--- src/rtl/mem_lsu.sv ---
`default_nettype none
// mem_lsu: byte/halfword/word load-store unit in front of a single-port word RAM.
// Sub-word stores are read-modify-write; faulting requests complete without touching memory.
module mem_lsu #(
   parameter int MEM_AW = 12
) (
   input  logic              CLK,
   input  logic              RST_N,
   input  logic              REQ_VALID,
   output logic              REQ_READY,
   input  logic              REQ_WE,
   input  logic [1:0]        REQ_SIZE,
   input  logic              REQ_SIGNED,
   input  logic [31:0]       REQ_ADDR,
   input  logic [31:0]       REQ_WDATA,
   output logic              RSP_VALID,
   output logic [31:0]       RSP_RDATA,
   output logic              RSP_FAULT,
   output logic [MEM_AW-1:0] MEM_A,
   output logic [31:0]       MEM_WD,
   output logic              MEM_WE,
   input  logic [31:0]       MEM_RD
);

   typedef enum logic [1:0] {
      S_IDLE  = 2'd0,
      S_READ  = 2'd1,
      S_WRITE = 2'd2,
      S_RESP  = 2'd3
   } state_t;

   localparam logic [1:0] c_SZ_BYTE = 2'b00;
   localparam logic [1:0] c_SZ_HALF = 2'b01;
   localparam logic [1:0] c_SZ_WORD = 2'b10;
   localparam logic [1:0] c_SZ_ILL  = 2'b11;

   state_t              r_state;
   logic                r_ready;
   logic                r_rsp_valid;
   logic                r_rsp_fault;
   logic                r_mem_we;
   logic [MEM_AW-1:0]   r_mem_a;
   logic                r_we;
   logic [1:0]          r_size;
   logic                r_signed;
   logic [1:0]          r_off;
   logic [31:0]         r_wdata;
   logic [31:0]         r_word;

   logic [29:0]         w_widx;
   logic                w_oor;
   logic                w_fault;

   // Extract the addressed lane of a word and extend it to 32 bits.
   function automatic logic [31:0] f_load(input logic [31:0] word, input logic [1:0] size,
                                          input logic sgn, input logic [1:0] off);
      logic [7:0]  b;
      logic [15:0] h;
      case (off)
         2'd0:    b = word[7:0];
         2'd1:    b = word[15:8];
         2'd2:    b = word[23:16];
         default: b = word[31:24];
      endcase
      h = off[1] ? word[31:16] : word[15:0];
      case (size)
         c_SZ_BYTE: f_load = {{24{sgn & b[7]}}, b};
         c_SZ_HALF: f_load = {{16{sgn & h[15]}}, h};
         default:   f_load = word;
      endcase
   endfunction

   // Replace only the addressed lane(s) of a word with right-aligned store data.
   function automatic logic [31:0] f_merge(input logic [31:0] word, input logic [1:0] size,
                                           input logic [1:0] off, input logic [31:0] wdata);
      logic [31:0] mask;
      logic [31:0] data;
      case (size)
         c_SZ_BYTE: begin
            mask = 32'h0000_00FF << {off, 3'b000};
            data = {24'd0, wdata[7:0]} << {off, 3'b000};
         end
         c_SZ_HALF: begin
            mask = off[1] ? 32'hFFFF_0000 : 32'h0000_FFFF;
            data = {wdata[15:0], wdata[15:0]};
         end
         default: begin
            mask = 32'hFFFF_FFFF;
            data = wdata;
         end
      endcase
      f_merge = (word & ~mask) | (data & mask);
   endfunction

   assign w_widx  = REQ_ADDR[31:2];
   assign w_oor   = (w_widx >> MEM_AW) != 30'd0;
   assign w_fault = (REQ_SIZE == c_SZ_ILL)
                  | ((REQ_SIZE == c_SZ_HALF) & REQ_ADDR[0])
                  | ((REQ_SIZE == c_SZ_WORD) & (REQ_ADDR[1:0] != 2'b00))
                  | w_oor;

   always_ff @(posedge CLK or negedge RST_N) begin
      if (!RST_N) begin
         r_state     <= S_IDLE;
         r_ready     <= 1'b1;
         r_rsp_valid <= 1'b0;
         r_rsp_fault <= 1'b0;
         r_mem_we    <= 1'b0;
         r_mem_a     <= '0;
         r_we        <= 1'b0;
         r_size      <= 2'b00;
         r_signed    <= 1'b0;
         r_off       <= 2'b00;
         r_wdata     <= 32'd0;
         r_word      <= 32'd0;
      end else begin
         case (r_state)
            S_IDLE: begin
               if (REQ_VALID) begin
                  r_we     <= REQ_WE;
                  r_size   <= REQ_SIZE;
                  r_signed <= REQ_SIGNED;
                  r_off    <= REQ_ADDR[1:0];
                  r_wdata  <= REQ_WDATA;
                  r_mem_a  <= REQ_ADDR[MEM_AW+1:2];
                  r_ready  <= 1'b0;
                  if (w_fault) begin
                     r_state     <= S_RESP;
                     r_rsp_valid <= 1'b1;
                     r_rsp_fault <= 1'b1;
                  end else if (!REQ_WE || (REQ_SIZE != c_SZ_WORD)) begin
                     r_state <= S_READ;
                  end else begin
                     r_state  <= S_WRITE;
                     r_mem_we <= 1'b1;
                  end
               end
            end
            S_READ: begin
               r_word <= MEM_RD;
               if (r_we) begin
                  r_state  <= S_WRITE;
                  r_mem_we <= 1'b1;
               end else begin
                  r_state     <= S_RESP;
                  r_rsp_valid <= 1'b1;
               end
            end
            S_WRITE: begin
               r_mem_we    <= 1'b0;
               r_state     <= S_RESP;
               r_rsp_valid <= 1'b1;
            end
            default: begin
               r_rsp_valid <= 1'b0;
               r_rsp_fault <= 1'b0;
               r_ready     <= 1'b1;
               r_state     <= S_IDLE;
            end
         endcase
      end
   end

   // Data paths are decoded from registered state only, so they are zero outside their window.
   assign REQ_READY = r_ready;
   assign RSP_VALID = r_rsp_valid;
   assign RSP_FAULT = r_rsp_fault;
   assign RSP_RDATA = (r_rsp_valid && !r_rsp_fault && !r_we)
                      ? f_load(r_word, r_size, r_signed, r_off) : 32'd0;
   assign MEM_WE    = r_mem_we;
   assign MEM_A     = r_mem_a;
   assign MEM_WD    = r_mem_we ? f_merge(r_word, r_size, r_off, r_wdata) : 32'd0;

endmodule
`default_nettype wire

--- config.mk ---
export PLATFORM = sky130hd
export DESIGN_NAME = mem_lsu
export DESIGN_NICKNAME = d
export VERILOG_FILES = /design/src/rtl/mem_lsu.sv
export SDC_FILE = /design/constraint.sdc
export NUM_CORES = 1
export LEC_CHECK = 0
export ABC_CLOCK_PERIOD_IN_PS = 2680
export CAP_MARGIN = 5
export CORE_ASPECT_RATIO = 0.6
export CORE_MARGIN = 2
export CORE_UTILIZATION = 40
export CTS_BUF_LIST = sky130_fd_sc_hd__clkbuf_2
export CTS_CLUSTER_DIAMETER = 150
export DETAILED_ROUTE_END_ITERATION = 8
export GPL_ROUTABILITY_DRIVEN = 1
export PLACE_DENSITY = 0.77
export SYNTH_ARGS = -nofsm -noshare
export SYNTH_HDL_FRONTEND = slang
export SYNTH_SLANG_ARGS = --single-unit
--- constraint.sdc ---
create_clock -name CLK -period 2.68 [get_ports CLK]
set_input_delay 0.536 -clock CLK [delete_from_list [all_inputs] [get_ports CLK]]
set_output_delay 0.536 -clock CLK [all_outputs]
set_load 0.02 [all_outputs]
==> flow_summary.toml <==
[status]
status = "finished with violations"
violations = "negative setup slack"

[synth]
ys_top_cells_by_count = "dfrtp_1 (87), mux2_2 (80), nand2_1 (45)"
synthArstFlopShare_pct = 100
yosysMostFrequentCell = "dfrtp_1"
synth_edf_count = 0
ys_types = 42
syn_area_per_cell_sq_um = 10.6
synth_ff_type = "dfrtp_1"
syn-num-nets = 549
ys_seq_area_share_pct = 47.1
synth_top_area_share_pct = 46.5
syn_area_sq_um = 4680
synth_top_cell_by_area = "dfrtp_1"
synth-seq-cells = 88
synth.area.top_cells = "dfrtp_1 (46%), mux2_2 (19%), a21oi_1 (4.1%), a22oi_1 (3.8%), nand2_1 (3.6%)"
yosys_warnings = 0
synth_cells = 442

[cells_and_area]
final_layout_size_suffix_gt1_share_pct = 45.5
final_area_sq_um = 7680
fillers = 885
diodes = 0
syn2layout_area_growth_pct = 64.1
nets = 774

[floorplanning]
core_sq_um = 11300
die-area_sq_um = 12600
die_w_um = 144
die_height_um = 87.8
initial_core_util_pct = 41.3
num_rows = 30
ioPinCount = 183

[clocking]
clkTransAtPathRegs_ps = 240
clock_path_buffers = 2
cts_tree = "yes"
h-tree-depth = 3
cts_root_buffer = "clkbuf_2"
cts_made_buffers = 9
clk_latency_ps = 560
cts_sinks = 88

[timing]
final.setup.worst_slack_ps = -136
hold_violations = 0
fmax_ghz = 0.355
setup_viol = 49
skew_ps = 24.6
fin_crit_sh_pct = 105
whs_ps = 519
worst_pin_slew_ps = 708
period_minus_slack_ps = 2820
rsz0062_at_grt = "yes"
drv_slew = 0
fin_tns_setup_ps = -2720
slew_headroom_pct = 52.8

[power]
power.density_nw_per_um2 = 1500
ir_drop_uv = 859
leakagePower_nw = 3.31

[route]
wirelength_um = 17800
dr_wl_met3_um = 2050
drt_iter0_drc = 362
routedWlPerCell_um = 21.4
topRoutingLayerUsed = "met4"
dr_wl_met2_um = 7860
drt-met1-wl_um = 7520
postRouteAntennaNets = 0
vias = 4787
drc = 0
dr.pass1.iters = 5
routed_via_density = 5.75

[placed_design]
gp_congestion = 0.912
dpl_cell_area_sq_um = 6910
portBuffers = 182
dp.final_hpwl_um = 12600

[worst_setup_path]
crit_fanout = 7
critPathSlowestCell = "mux4_2"
required_ps = 2140
cp-end-kind = "output port"
worstPathCellList = "mux4_2, and3_4, buf_12, a21oi_4, o21ai_2, buf_6"
start_kind = "flop"
cpPeakStageDelay_ps = 560
crit_family = "multiplexers"
worst-path-buf-inv = 2
rrSetupSlack_ps = 820
worst-r2r-cell-count = 5
crit_cells = 6
critical_path_class = "flop to output port"
cp_data_arrival_time_ps = 2280

[grt]
grt_pass1_vias = 4642
grt_usage_pct = 27.1
grt_max_degree = 89
antenna_found_initial = 0
overflow = 0
grt_first_pass_wirelength_um = 25400

[hold_path]
hold_path.class = "input pin to asynchronous set/reset pin"

[run]
drv_cap = 0
[sequential cells by signal (all words and copies together), names as in the netlist, 2 cells and up]
name,flops
MEM_A,12
r_word,32
r_size,2
r_wdata,32
r_off,2
r_state,2
[power by group]
group	internal [W]	switching [W]	leakage, nW
sequential	0.00201	0.000916	1.03
clock	0.000119	0.000458	0.0530
combinational	0.00393	0.00407	2.23
[metal layers]
metal	up-vias	track usage (%)
li1	2091	-
met1	2372	36.3
met2	287	41.6
met3	37	8.91
met4	0	9.36
met5	-	0
[logic make-up (layout without fill, tap and decap cells)]
| logic type | Yosys count | count (layout) | share of synthesized area, % |
|---|---|---|---|
| AOI/OAI and AO/OA | 132 | 132 | 19.0 |
| and+or+nand+nor | 91 | 92 | 8.69 |
| DFF | 88 | 88 | 47.1 |
| muxes | 84 | 84 | 20.4 |
| buffers and inverters | 43 | 272 | 3.82 |
| adders and majority gates | 4 | 4 | 1.07 |
[timing repair]
| item | CTS | global route |
|---|---|---|
| endpoints found under the hold margin | 87 | 0 |
| cloned | 1 | 4 |
| pin swaps | 21 | 40 |
| setup buffers | 10 | 14 |
| gates resized for setup | 329 | 172 |
| hold buffers | 1 | 0 |
| setup endpoints to repair | 64 | 64 |
[final timing paths]
path                                         from                 endpoint
max in group asynchronous                   RST_N  r_wdata[29]$_DFFE_PN0P_
min in group CLK            REQ_READY$_DFFE_PN1P_    REQ_READY$_DFFE_PN1P_
max reg2reg                r_state[0]$_DFFE_PN0N_     MEM_A[6]$_DFFE_PN0P_
min reg2reg                 REQ_READY$_DFFE_PN1P_    REQ_READY$_DFFE_PN1P_
min                                         RST_N  r_wdata[23]$_DFFE_PN0P_
max                          r_off[0]$_DFFE_PN0P_            RSP_RDATA[12]
[area by class of cell]
cell class	count	area [sq um]	area share (%)
timing repair buffer	243	2430	31.6
clock inverter	6	36.3	0.472
sequential	88	2200	28.7
multi-input combinational	312	2710	35.3
clock buffer	10	50.0	0.651
tap	160	200	2.61
inverter	13	51.3	0.668
[placed cells by master, fill, tap and decap left out, types with 4 or more instances in the layout]
cell type        Yosys  routed
a211oi_2             0       8
o21ai_0             10       8
nand2_1             45      36
buf_4                0      54
a22oi_2              0       8
ha_1                 4       4
mux2_2              80      80
inv_1               10       8
buf_2                8       4
nor2_1              22      20
a22oi_1             24      16
a21oi_2              0      24
buf_6                1      60
buf_12               0       6
clkbuf_2             0      10
nand2_2              1       7
a222oi_1             8       8
o21ai_2              1       7
nor4_1               4       4
a21oi_1             38       7
o21ai_1             10       4
and3_4               0       4
dfrtp_1             87      86
a21oi_4              0       7
a21o_1              16      16
clkdlybuf4s50_1      0     117
o221ai_1             6       6
[worst min-delay path: stages]
cell and delay (ps):
dlygate4sd3_1 520, buf_4 120, buf_12 380
[metrics by stage]
stage / power (W) / utilization (%) / cells / setup slack, ps
floorplan: 0.00623 / - / 442 / 320
global placement: 0.00937 / 60.9 / 792 / 12.0
detailed placement: 0.00949 / 60.9 / 792 / -22.7
CTS: 0.0101 / 62.2 / 817 / -208
global route: 0.0121 / 67.8 / 832 / -251
finish: 0.0115 / 67.8 / 832 / -136
No activity file was read; power rests on OpenSTA's default activity.
